### src/rtl/p4_router_ipv4_chksum_extern.sv
// -----------------------------------------------------------------------------
// p4_router_ipv4_chksum_extern
//
// User externs for the vitis_net_p4 core: IPv4 header checksum verify
// (UserIPv4ChkVerify) and RFC 1624 incremental checksum update after a TTL
// rewrite (UserIPv4ChkUpdate). Both lanes run through a 3-stage compute
// pipeline followed by a LATENCY-3 delay line, with no backpressure.
//
// Ports:
//   clk              core (AXIS) clock
//   rst_n            asynchronous active-low reset
//   extern_out       [159:0] IPv4 header (verify),
//                    [191:160] {hdr_chk, old_ttl, new_ttl} (update)
//   extern_out_valid bit0 verify request, bit1 update request
//   extern_in        bit0 verify result (1 = good), [16:1] updated checksum
//   extern_in_valid  bit0 verify result valid, bit1 update result valid
//   cnt_clear        synchronous clear of the statistics counters
//   verify_pass_cnt  saturating count of good verify results
//   verify_fail_cnt  saturating count of bad verify results
//   update_cnt       saturating count of update results
// -----------------------------------------------------------------------------
module p4_router_ipv4_chksum_extern #(
    parameter int LATENCY   = 4,
    parameter int CNT_WIDTH = 32
) (
    input  logic                 clk,
    input  logic                 rst_n,
    input  logic [191:0]         extern_out,
    input  logic [1:0]           extern_out_valid,
    output logic [16:0]          extern_in,
    output logic [1:0]           extern_in_valid,
    input  logic                 cnt_clear,
    output logic [CNT_WIDTH-1:0] verify_pass_cnt,
    output logic [CNT_WIDTH-1:0] verify_fail_cnt,
    output logic [CNT_WIDTH-1:0] update_cnt
);

    localparam int DLY = LATENCY - 3;
    localparam logic [CNT_WIDTH-1:0] CNT_MAX = {CNT_WIDTH{1'b1}};
    localparam logic [CNT_WIDTH-1:0] CNT_ONE = {{(CNT_WIDTH-1){1'b0}}, 1'b1};

    generate
        if (LATENCY < 3 || LATENCY > 16) begin : g_bad_latency
            $error("LATENCY must be in the range 3..16");
        end
    endgenerate

    // End-around-carry fold of a 17-bit sum into 16 bits; cannot overflow
    // again because the largest input (1FFFE) folds to FFFF.
    function automatic logic [15:0] fold17(input logic [16:0] x);
        return x[15:0] + {15'd0, x[16]};
    endfunction

    // Two folds bring the 20-bit total of ten words back to 16 bits.
    function automatic logic [15:0] fold20(input logic [19:0] t);
        logic [16:0] f1;
        f1 = {1'b0, t[15:0]} + {13'd0, t[19:16]};
        return fold17(f1);
    endfunction

    // Update-lane field extraction.
    logic [15:0] u_hc_s;
    logic [15:0] u_m_s;
    logic [15:0] u_mp_s;
    logic        u_same_s;
    assign u_hc_s   = extern_out[191:176];
    assign u_m_s    = {extern_out[175:168], 8'h00};
    assign u_mp_s   = {extern_out[167:160], 8'h00};
    assign u_same_s = (extern_out[175:168] == extern_out[167:160]);

    // Pipeline valids: only these are reset, so X data never reaches a valid.
    logic [1:0] valid_s1_r;
    logic [1:0] valid_s2_r;
    logic [1:0] valid_s3_r;

    // Valid shift through the three compute stages.
    always_ff @(posedge clk or negedge rst_n) begin
        if (!rst_n) begin
            valid_s1_r <= 2'b00;
            valid_s2_r <= 2'b00;
            valid_s3_r <= 2'b00;
        end else begin
            valid_s1_r <= extern_out_valid;
            valid_s2_r <= valid_s1_r;
            valid_s3_r <= valid_s2_r;
        end
    end

    logic [16:0] v_pair_s1_r [5];
    logic [19:0] v_total_s2_r;
    logic        v_ok_s3_r;
    logic [16:0] u_sum_s1_r;
    logic [15:0] u_mp_s1_r;
    logic [15:0] u_hc_s1_r;
    logic        u_same_s1_r;
    logic [16:0] u_sum_s2_r;
    logic [15:0] u_hc_s2_r;
    logic        u_same_s2_r;
    logic [15:0] u_chk_s3_r;

    // Compute datapath for both lanes; data is qualified by the valid pipe.
    always_ff @(posedge clk) begin
        // S1: pairwise word sums (verify), ~HC +' ~m partial sum (update).
        for (int i = 0; i < 5; i++) begin
            v_pair_s1_r[i] <= {1'b0, extern_out[159-32*i -: 16]}
                            + {1'b0, extern_out[143-32*i -: 16]};
        end
        u_sum_s1_r  <= {1'b0, ~u_hc_s} + {1'b0, ~u_m_s};
        u_mp_s1_r   <= u_mp_s;
        u_hc_s1_r   <= u_hc_s;
        u_same_s1_r <= u_same_s;
        // S2: 20-bit total (verify), fold then add m' (update).
        v_total_s2_r <= {3'd0, v_pair_s1_r[0]} + {3'd0, v_pair_s1_r[1]}
                      + {3'd0, v_pair_s1_r[2]} + {3'd0, v_pair_s1_r[3]}
                      + {3'd0, v_pair_s1_r[4]};
        u_sum_s2_r  <= {1'b0, fold17(u_sum_s1_r)} + {1'b0, u_mp_s1_r};
        u_hc_s2_r   <= u_hc_s1_r;
        u_same_s2_r <= u_same_s1_r;
        // S3: final fold. An unchanged TTL bypasses the arithmetic because
        // the one's-complement path would map FFFF to 0000.
        v_ok_s3_r  <= (fold20(v_total_s2_r) == 16'hFFFF);
        u_chk_s3_r <= u_same_s2_r ? u_hc_s2_r : ~fold17(u_sum_s2_r);
    end

    logic [1:0]  out_v_s;
    logic [16:0] out_d_s;

    generate
        if (DLY == 0) begin : g_no_delay
            assign out_v_s = valid_s3_r;
            assign out_d_s = {u_chk_s3_r, v_ok_s3_r};
        end else begin : g_delay
            logic [1:0]  dl_v_r [DLY];
            logic [16:0] dl_d_r [DLY];

            // Delay-line valids, cleared by reset to drop in-flight requests.
            always_ff @(posedge clk or negedge rst_n) begin
                if (!rst_n) begin
                    for (int i = 0; i < DLY; i++) begin
                        dl_v_r[i] <= 2'b00;
                    end
                end else begin
                    dl_v_r[0] <= valid_s3_r;
                    for (int i = 1; i < DLY; i++) begin
                        dl_v_r[i] <= dl_v_r[i-1];
                    end
                end
            end

            // Delay-line data, qualified by dl_v_r.
            always_ff @(posedge clk) begin
                dl_d_r[0] <= {u_chk_s3_r, v_ok_s3_r};
                for (int i = 1; i < DLY; i++) begin
                    dl_d_r[i] <= dl_d_r[i-1];
                end
            end

            assign out_v_s = dl_v_r[DLY-1];
            assign out_d_s = dl_d_r[DLY-1];
        end
    endgenerate

    // Data bits of an idle lane are forced low so reset and idle read as 0.
    assign extern_in_valid = out_v_s;
    assign extern_in       = {out_d_s[16:1] & {16{out_v_s[1]}},
                              out_d_s[0] & out_v_s[0]};

    logic inc_pass_s;
    logic inc_fail_s;
    logic inc_upd_s;
    assign inc_pass_s = out_v_s[0] &  out_d_s[0];
    assign inc_fail_s = out_v_s[0] & ~out_d_s[0];
    assign inc_upd_s  = out_v_s[1];

    // Saturating statistics counters; clear takes priority over increment.
    always_ff @(posedge clk or negedge rst_n) begin
        if (!rst_n) begin
            verify_pass_cnt <= '0;
            verify_fail_cnt <= '0;
            update_cnt      <= '0;
        end else if (cnt_clear) begin
            verify_pass_cnt <= '0;
            verify_fail_cnt <= '0;
            update_cnt      <= '0;
        end else begin
            if (inc_pass_s && verify_pass_cnt != CNT_MAX) begin
                verify_pass_cnt <= verify_pass_cnt + CNT_ONE;
            end else begin
                verify_pass_cnt <= verify_pass_cnt;
            end
            if (inc_fail_s && verify_fail_cnt != CNT_MAX) begin
                verify_fail_cnt <= verify_fail_cnt + CNT_ONE;
            end else begin
                verify_fail_cnt <= verify_fail_cnt;
            end
            if (inc_upd_s && update_cnt != CNT_MAX) begin
                update_cnt <= update_cnt + CNT_ONE;
            end else begin
                update_cnt <= update_cnt;
            end
        end
    end

endmodule

### config.mk
export PLATFORM = sky130hd
export DESIGN_NAME = p4_router_ipv4_chksum_extern
export DESIGN_NICKNAME = d
export VERILOG_FILES = /design/src/rtl/p4_router_ipv4_chksum_extern.sv
export SDC_FILE = /design/constraint.sdc
export NUM_CORES = 1
export LEC_CHECK = 0
export ABC_AREA = 1
export BUFFER_PORTS_ARGS = -buffer_cell sky130_fd_sc_hd__clkbuf_2
export CORE_UTILIZATION = 62
export DETAILED_ROUTE_END_ITERATION = 10
export GPL_ROUTABILITY_DRIVEN = 0
export HOLD_SLACK_MARGIN = 0.03
export PLACE_DENSITY = 0.87
export SLEW_MARGIN = 0
export SYNTH_ARGS = -nofsm -noshare
export SYNTH_HDL_FRONTEND = slang
export SYNTH_SLANG_ARGS = --single-unit
### constraint.sdc
create_clock -name clk -period 9 [get_ports clk]
set_clock_uncertainty 0.1 [all_clocks]
set_input_delay 0 -clock clk [delete_from_list [all_inputs] [get_ports clk]]
set_output_delay 0 -clock clk [all_outputs]
set_load 0.01 [all_outputs]
==> results of run 1 <==
kinds of logic after synthesis:
kind of cell | count (synthesis) | share of synthesized area [%]
simple gates | 879 | 21.2
buf+inv | 440 | 9.12
compound gates | 358 | 10.6
flops | 318 | 37.4
fa+ha+maj | 187 | 15.0
xor+xnor | 139 | 6.62
through the flow:
step	util, %	cell area, um^2	instances	setup WS [ns]
2_1_floorplan	-	18400	2321	5.50
3_5_place_dp	70.3	20400	2998	5.11
3_3_place_gp	70.3	20400	2998	5.37
4_1_cts	84.6	24500	3364	5.01
routing by layer:
layer	GRT usage [%]	GRT overflow
met2	81.8	2
met3	41.5	1
met1	62.2	0
met5	25.5	0
met4	52.4	5
==> results.toml, run 1 <==
[synth]
syn-mean-instance-area_um2 = 7.93
postSynth.topFlopCell = "sky130_fd_sc_hd__dfxtp_1"
netlist_area_pre_place_um2 = 18400
synth_seq_area_share_pct = 37.4
postSynthCellCount = 2321
synthesis.yosys.warnings = 0
post_synth_main_area_contributors = "sky130_fd_sc_hd__dfxtp_1 23%, sky130_fd_sc_hd__dfrtp_1 14%, sky130_fd_sc_hd__ha_1 8.8%, sky130_fd_sc_hd__nand2_1 8.5%, sky130_fd_sc_hd__inv_1 8.4%"
yosys_register_bits = 318
post-synth-top-area-fraction_pct = 23.3
synthDistinctLibCells = 48
number_of_enable_type_register_cells_in_the_synthesized_netlist = 0
synth_largest_area_cell = "sky130_fd_sc_hd__dfxtp_1"
synth_most_common_cell = "sky130_fd_sc_hd__nand2_1"
synthArstFlopShare_pct = 32.7
synth_fp_nets = 2705
synth.top_cells.by_count = "418 x sky130_fd_sc_hd__nand2_1, 412 x sky130_fd_sc_hd__inv_1, 214 x sky130_fd_sc_hd__dfxtp_1"

[floorplanning]
fp-row-count = 62
i_o_pin_total = 312
start_util_pct = 63.6
floorplan.die.width_um = 174
dieHeight_um = 174

[clocking]
cts_resized = 0
tritoncts_num_sinks = 318
post-cts-setup-buffers = 0
cts_root_buf = "sky130_fd_sc_hd__clkbuf_16"
cts.path.max_buffers = 3
cts_hold_buffers = 311
htree_num_levels = 1
tritoncts.num_buffers = 31

[grt]
global_route.overflow_total = 8
grt_start_max_net_pins = 80
groute.usage.overall_pct = 60.9
grt_pass1_wl_um = 139000
grt_pass1_vias = 24005

[outcome]
outcome = "stopped before the end"
lastStage = "global routing (5_1_grt)"
error = "[ERROR GRT-0116] Global routing finished with congestion. Check the congestion regions in the DRC Viewer."

[placement]
post-dp-hpwl_um = 36800
numPortBuffers = 311
==> run 2: changes to the inputs <==
Settings changed: CORE_UTILIZATION 62 to 40, HOLD_SLACK_MARGIN 0.03 to unset, PLACE_DENSITY 0.87 to unset, PLACE_DENSITY_LB_ADDON set to 0.15.
==> run 2 against run 1 <==
Net effect: the run now ends clean; synthesized cell count stayed put; synthesized area is the same.
==> results.toml, run 2 <==
[power_and_ir_drop]
p_sw_share_pct = 38.7
p_per_area_nw_per_um2 = 256
clock_power_share_pct = 24.8
leakage_nw = 12.3
p_int_w = 0.00392
irDropWorstVdd_uv = 200
seq_power_share_pct = 28.3
p_switching_w = 0.00247
power.combinational.fraction_pct = 46.8

[synth]
yosys-mux-area-fraction_pct = 0
post-synth-top-area-fraction_pct = 23.3
synthDistinctLibCells = 48
postSynth.topFlopCell = "sky130_fd_sc_hd__dfxtp_1"
synthesis.yosys.warnings = 0
synth_seq_area_share_pct = 37.4
synth.top_cells.by_count = "418 x sky130_fd_sc_hd__nand2_1, 412 x sky130_fd_sc_hd__inv_1, 214 x sky130_fd_sc_hd__dfxtp_1"
synth_largest_area_cell = "sky130_fd_sc_hd__dfxtp_1"
netlist_area_pre_place_um2 = 18400
yosys_register_bits = 318
synth_most_common_cell = "sky130_fd_sc_hd__nand2_1"
number_of_enable_type_register_cells_in_the_synthesized_netlist = 0
synth_fa_ha_area_share_pct = 15.0
syn-mean-instance-area_um2 = 7.93
yosys.area_share.simple_pct = 21.2
xor_xnor_share_of_the_synthesized_area_pct = 6.62
post_synth_main_area_contributors = "sky130_fd_sc_hd__dfxtp_1 23%, sky130_fd_sc_hd__dfrtp_1 14%, sky130_fd_sc_hd__ha_1 8.8%, sky130_fd_sc_hd__nand2_1 8.5%, sky130_fd_sc_hd__inv_1 8.4%"
postSynthCellCount = 2321
synthArstFlopShare_pct = 32.7
synth_compound_area_share_pct = 10.6
dominant_combinational_cell_family_by_area_after_synthesis = "simple AND/OR/NAND/NOR gates"
synth_fp_nets = 2705

[cells_and_area]
drive_gt1_share_pct = 14.3
n_antenna_cell = 0
multi_input_area_um2 = 9840
layout_area_growth_over_synthesis_pct = 35.7
final_common_cell = "sky130_fd_sc_hd__nand2_1"
mostFrequentLayoutCells = "418 x sky130_fd_sc_hd__nand2_1, 411 x sky130_fd_sc_hd__inv_1, 310 x sky130_fd_sc_hd__clkbuf_2, 301 x sky130_fd_sc_hd__dlygate4sd3_1, 214 x sky130_fd_sc_hd__dfxtp_1"
register_area_um2 = 6890
fillCellCount = 4170
flip_flop_count_of_the_largest_register_after_layout = 85
finalNetCount = 3339
cell_area_after_layout_um2 = 25000
top_register = "v_pair_s1_r"

[floorplanning]
i_o_pin_total = 312
dieHeight_um = 216
start_util_pct = 40.5
core-area_um2 = 45400
die_area_um2 = 46900
fp-row-count = 78
floorplan.die.width_um = 216

[detailed_routing]
met3_wirelength_um = 2530
route.top_layer_used = "met4"
detail_route.first_pass.iterations = 5
via_per_inst = 4.86
m1WireLength_um = 23300
initialDrtViolationCount = 799
finalWirelength_um = 51600
met2RoutedLength_um = 24300
route.vias.total = 17408
drc_errors = 0
route.detailed.wl_per_inst_um = 14.4
ant_nets = 0

[grt]
grt_antenna_before_repair = 1
grt_start_max_net_pins = 80
grt_pass1_wl_um = 84800
global_route.overflow_total = 0
grt_pass1_vias = 17652
groute.usage.overall_pct = 22.1

[setup_path]
cp.required_ns = 9.40
crit_path_frequent_cell = "sky130_fd_sc_hd__inv_1"
worst_ep_arrival_time_ns = 4.23
startpoint = "v_pair_s1_r[0][4]$_DFF_P_"
worstPathCellList = "inv_1 > fa_1 > inv_1 > fa_1 > inv_1 > fa_1 > inv_1 > ha_1 > inv_1 > o21ai_0 > nor2_1 > o21ai_0 > nand3_1 > nand2_1 > nand3_1 > nand2_1 > a21oi_1 > nor2_1"
worst_r2r_startpoint = "v_pair_s1_r[0][4]$_DFF_P_"
timing.setup.critical_path_class = "flip-flop to flip-flop"
crit_path_max_incr_delay_ns = 0.53
cp_slowest_cell = "sky130_fd_sc_hd__fa_1"
worst_setup_path_end_kind = "flip-flop"
startpoint_type = "flip-flop"
timing.critical_path.fanout_max = 3

[placement]
numPortBuffers = 311
post-dp-hpwl_um = 38000
placed_area_um2 = 20600

[outcome]
outcome = "completed"

[clocking]
clock_insertion_delay_at_the_later_pin_of_the_skew_report_ns = 0.56
tritoncts.num_buffers = 37
htree_num_levels = 2
clkSlewWorstSetupHoldPaths_ns = 0.06
cts_tree = "yes"
cts.path.max_buffers = 3
post-cts-setup-buffers = 0
cts_resized = 0
tritoncts_num_sinks = 318
cts_root_buf = "sky130_fd_sc_hd__clkbuf_16"

[timing]
hold_ws_ns = 0.0241
timing.slew.headroom_pct = 41.4
timing_worst_slew_pin_value_ns = 0.880
setup_viol_count_final = 0
final_max_slew_viol_count = 0
finalWorstPathRequiredPeriod_ns = 3.83
maxClockFrequency_ghz = 0.261
final.setup.tns_ns = 0
grt_setup_unrepaired = "false"
final_min_period_over_clock_period_pct = 42.6
timing_hold_violations_final = 0

[hold_path]
hold_path.startpoint = "extern_out[10]"
hold_class = "input pin to flip-flop"

[job]
max-cap-violations = 0
-- run 2: timing repair --
item,CTS,global route
hold buffers,302,0
hold endpoints to repair,165,0
setup endpoints to repair,0,0
-- run 2: path summary, 6_finish.rpt --
check	slack [ns]	endpoint	cells past startpoint
max	5.17	v_total_s2_r[19]$_DFF_P_	18
min	0.02	v_pair_s1_r[0][79]$_DFF_P_	6
max reg2reg	5.17	v_total_s2_r[19]$_DFF_P_	18
min reg2reg	0.22	u_hc_s2_r[15]$_DFF_P_	0
max in group asynchronous	7.56	update_cnt[4]$_DFFE_PN0P_	4
min in group asynchronous	0.38	verify_pass_cnt[7]$_DFFE_PN0P_	4
-- run 2: per-stage QoR --
stage / setup slack, ns / util [%] / power [W] / cells
3_3_place_gp: 5.32 / 45.4 / 0.00457 / 3214
4_1_cts: 5.20 / 55.0 / 0.00643 / 3584
5_1_grt: 4.96 / 55.0 / 0.00697 / 3584
6_report: 5.17 / 55.0 / 0.00639 / 3584
3_5_place_dp: 5.21 / 45.4 / 0.00461 / 3214
2_1_floorplan: 5.50 / - / 0.00394 / 2321
-- run 2: critical path, delay by kind of cell, from the launching register on --
kind	cells	cell delay, ns
buffers and inverters	5	0.29
adder cells (fa/ha/maj)	4	1.84
AND/OR/NAND/NOR	6	0.61
flip-flops	1	0.32
AO/OA/AOI/OAI	3	0.61
-- run 2: cell families after synthesis --
| group | Yosys count |
|---|---|
| fa+ha+maj | 187 |
| simple gates | 879 |
| xor+xnor | 139 |
| flops | 318 |
| buf+inv | 440 |
| compound gates | 358 |
-- run 2: power by group through the flow --
stage                     Combinational (W)  Clock (W)  Sequential, W
final                               0.00299    0.00159        0.00181
after global routing                0.00344    0.00169        0.00184
after CTS                           0.00299    0.00164        0.00181
after detailed placement            0.00277          0        0.00184
after global placement              0.00273          0        0.00183
after floorplan                     0.00214          0        0.00180
-- run 2: layer usage --
layer / vias to the layer above / GRT usage [%]
met4: 0 / 7.35
met2: 458 / 38.0
met5: - / 0
met1: 8086 / 27.8
li1: 8753 / -
met3: 111 / 4.11
-- run 2: final cells by class --
class                           count  share of cell area (%)
Clock buffer                       56                    4.40
Clock inverter                     12                   0.882
Inverter                          420                    6.31
Multi-Input combinational cell   1563                    39.4
Sequential cell                   318                    27.6
Tap cell                          600                    3.01
Timing Repair Buffer              615                    18.4
No activity file was read; power rests on OpenSTA's default activity.
==> run 3: changes to the inputs <==
Settings changed: ABC_AREA 1 to 0.
Clock period 9 ns to 4 ns, I/O delays scaled along.
==> run 3 against run 2 <==
Net effect: the run now ends with negative setup slack left; synthesized area down 6.7%; synthesized cell count down 22%; utilization increased by 1.0 points; register-to-register slack lost 5.2 ns; critical path type unchanged; largest power group unchanged.
==> results.toml, run 3 <==
[setup_path]
startpoint_type = "flip-flop"
worst_ep_arrival_time_ns = 4.44
crit_path_max_incr_delay_ns = 0.54
cpLargestDelayFamily = "adder cells"
worst_r2r_startpoint = "v_pair_s1_r[0][1]$_DFF_P_"
worstPathCellList = "inv_2 > fa_1 > fa_1 > fa_1 > inv_2 > ha_4 > fa_2 > a211oi_2 > o21a_1 > o31ai_4 > o41a_1 > a41o_1 > o21ai_2 > and2_1 > xnor2_1"
crit_path_frequent_cell = "sky130_fd_sc_hd__fa_1"
cp.required_ns = 4.36
timing.critical_path.fanout_max = 3
startpoint = "v_pair_s1_r[0][1]$_DFF_P_"
timing.setup.critical_path_class = "flip-flop to flip-flop"
worst_setup_path_end_kind = "flip-flop"
cp_slowest_cell = "sky130_fd_sc_hd__fa_1"
path_buf_inv = 2

[cells_and_area]
stdcell_count = 3004
drive_gt1_share_pct = 18.1
final_common_cell = "sky130_fd_sc_hd__clkbuf_2"
finalNetCount = 2823
layout_area_growth_over_synthesis_pct = 37.6
flip_flop_count_of_the_largest_register_after_layout = 85
finalCoreUtilization_pct = 56.1
top_register = "v_pair_s1_r"
mostFrequentLayoutCells = "310 x sky130_fd_sc_hd__clkbuf_2, 289 x sky130_fd_sc_hd__dlygate4sd3_1, 208 x sky130_fd_sc_hd__dfxtp_1, 200 x sky130_fd_sc_hd__inv_1, 158 x sky130_fd_sc_hd__nor2_1"

[power_and_ir_drop]
total_power_w = 0.0150
p_sw_share_pct = 36.7
clock_power_share_pct = 21.9
p_per_area_nw_per_um2 = 635
leakage_nw = 11.1
p_switching_w = 0.00550
irDropWorstVdd_uv = 562
p_int_w = 0.00951
seq_power_share_pct = 27.2
power.combinational.fraction_pct = 50.9

[clocking]
tritoncts_num_sinks = 318
cts.path.max_buffers = 3
tritoncts.num_buffers = 37
clock_insertion_delay_at_the_later_pin_of_the_skew_report_ns = 0.54
htree_num_levels = 2
cts_root_buf = "sky130_fd_sc_hd__clkbuf_16"
clkSlewWorstSetupHoldPaths_ns = 0.06
cts_tree = "yes"

[timing]
final_max_slew_viol_count = 0
final.setup.tns_ns = -0.151
grt_setup_unrepaired = "true"
finalWorstPathRequiredPeriod_ns = 4.07
timing_worst_slew_pin_value_ns = 1.03
setup_viol_count_final = 3
hold_ws_ns = 0.0278
maxClockFrequency_ghz = 0.245
timing.slew.headroom_pct = 31.1
setup_ws_ns = -0.0746
final_min_period_over_clock_period_pct = 102
timing_hold_violations_final = 0

[floorplanning]
floorplan.die.width_um = 209
dieHeight_um = 209
die_area_um2 = 43700
start_util_pct = 40.7
core-area_um2 = 42100
i_o_pin_total = 312
fp-row-count = 75

[synth]
synth_fp_nets = 2192
synth_seq_area_share_pct = 40.1
postSynthCellCount = 1808
post_synth_main_area_contributors = "sky130_fd_sc_hd__dfxtp_1 25%, sky130_fd_sc_hd__dfrtp_1 15%, sky130_fd_sc_hd__ha_1 9.5%, sky130_fd_sc_hd__xnor2_1 6.7%, sky130_fd_sc_hd__fa_1 6.6%"
synthArstFlopShare_pct = 32.7
synthDistinctLibCells = 75
post-synth-top-area-fraction_pct = 25.0
synth.top_cells.by_count = "214 x sky130_fd_sc_hd__dfxtp_1, 210 x sky130_fd_sc_hd__inv_1, 159 x sky130_fd_sc_hd__nor2_1"
synth_most_common_cell = "sky130_fd_sc_hd__dfxtp_1"
number_of_enable_type_register_cells_in_the_synthesized_netlist = 0
synthesis.yosys.warnings = 0
syn-mean-instance-area_um2 = 9.49
netlist_area_pre_place_um2 = 17200
yosys_register_bits = 318
synth_largest_area_cell = "sky130_fd_sc_hd__dfxtp_1"
postSynth.topFlopCell = "sky130_fd_sc_hd__dfxtp_1"

[hold_path]
hold_path.startpoint = "extern_out[185]"
hold_class = "input pin to flip-flop"

[placement]
numPortBuffers = 311
place.detailed.instances = 2647
post-dp-hpwl_um = 31700

[detailed_routing]
finalWirelength_um = 44000
ant_nets = 0
detail_route.first_pass.iterations = 7
via_per_inst = 4.93
initialDrtViolationCount = 783
route.detailed.wl_per_inst_um = 14.6
route.vias.total = 14813
drc_errors = 0

[outcome]
failed_checks = "negative setup slack"
outcome = "complete, but fails checks"

[grt]
grt_pass1_vias = 14922
global_route.overflow_total = 0
groute.usage.overall_pct = 20.3
grt_start_max_net_pins = 97
grt_antenna_before_repair = 1
grt_pass1_wl_um = 72900

[job]
max-cap-violations = 0
[run 3: cell types whose count changed in the layout (fill, tap and decap cells not counted), sizes merged, moves of 57 or more]
cell	previous run	this run
nand3	131	74
inv	421	211
xnor2	50	131
o21ai	132	71
a21oi	160	79
nand2	432	105
[run 3: path summary, 6_finish.rpt]
kind                            slack [ns]  cells past startpoint                               to
worst max register to register       -0.07                     15         v_total_s2_r[17]$_DFF_P_
worst min register to register        0.22                      0            u_hc_s2_r[14]$_DFF_P_
worst min-delay path                  0.03                      2             u_hc_s1_r[9]$_DFF_P_
worst max-delay path                 -0.07                     15         v_total_s2_r[17]$_DFF_P_
max in group asynchronous             1.96                      4  verify_pass_cnt[18]$_DFFE_PN0P_
min in group asynchronous             0.50                      4  verify_fail_cnt[22]$_DFFE_PN0P_
[run 3: cells by family (layout without fill, tap and decap cells)]
family / Yosys count / in the layout / share of synthesized area, %
other: 0 / 1 / 0
muxes: 5 / 5 / 0.299
xor gates and xnor gates: 215 / 215 / 11.0
and+or+nand+nor: 587 / 587 / 17.6
adders and majority gates: 188 / 188 / 16.2
buffers and inverters: 233 / 889 / 5.15
AOI/OAI and AO/OA: 262 / 262 / 9.62
DFF: 318 / 318 / 40.1
[run 3: cell type report]
type | count | area, um^2
fill | 3659 | 18500
clock buffer | 48 | 1030
timing repair buffer | 615 | 4560
inverter | 210 | 788
clock inverter | 16 | 173
multi-input combinational | 1257 | 9500
tap | 539 | 674
antenna | 1 | 2.50
sequential | 318 | 6890
[run 3: what timing repair did]
action / CTS / global route
pin swaps: 3 / 20
setup buffers: 1 / 2
setup endpoints to repair: 5 / 5
hold buffers: 289 / 0
gates resized for setup: 4 / 27
endpoints found under the hold margin: 232 / 0
[run 3: routing by layer]
metal / share of wire (%) / vias up / global-route usage [%] / routed length, um
li1: - / 7371 / - / -
met1: 46 / 7008 / 26.2 / 20200
met2: 47 / 352 / 34.2 / 20700
met3: 4.9 / 80 / 4.25 / 2160
met4: 2.2 / 2 / 5.98 / 961
met5: 0.034 / - / 0 / 15
[run 3: stage by stage]
step	setup slack, ns	cell area, um^2
floorplan	-0.00142	17200
finish	-0.0746	23600
detailed placement	-0.184	19400
CTS	-0.0639	23500
global placement	-0.141	19400
global route	-0.259	23600
[run 3: power groups by stage]
stage,Clock [W],Sequential (W),Combinational (W)
finish,0.00329,0.00408,0.00763
floorplan,0,0.00404,0.00502
CTS,0.00340,0.00408,0.00717
global placement,0,0.00414,0.00651
global route,0.00354,0.00415,0.00864
detailed placement,0,0.00415,0.00659
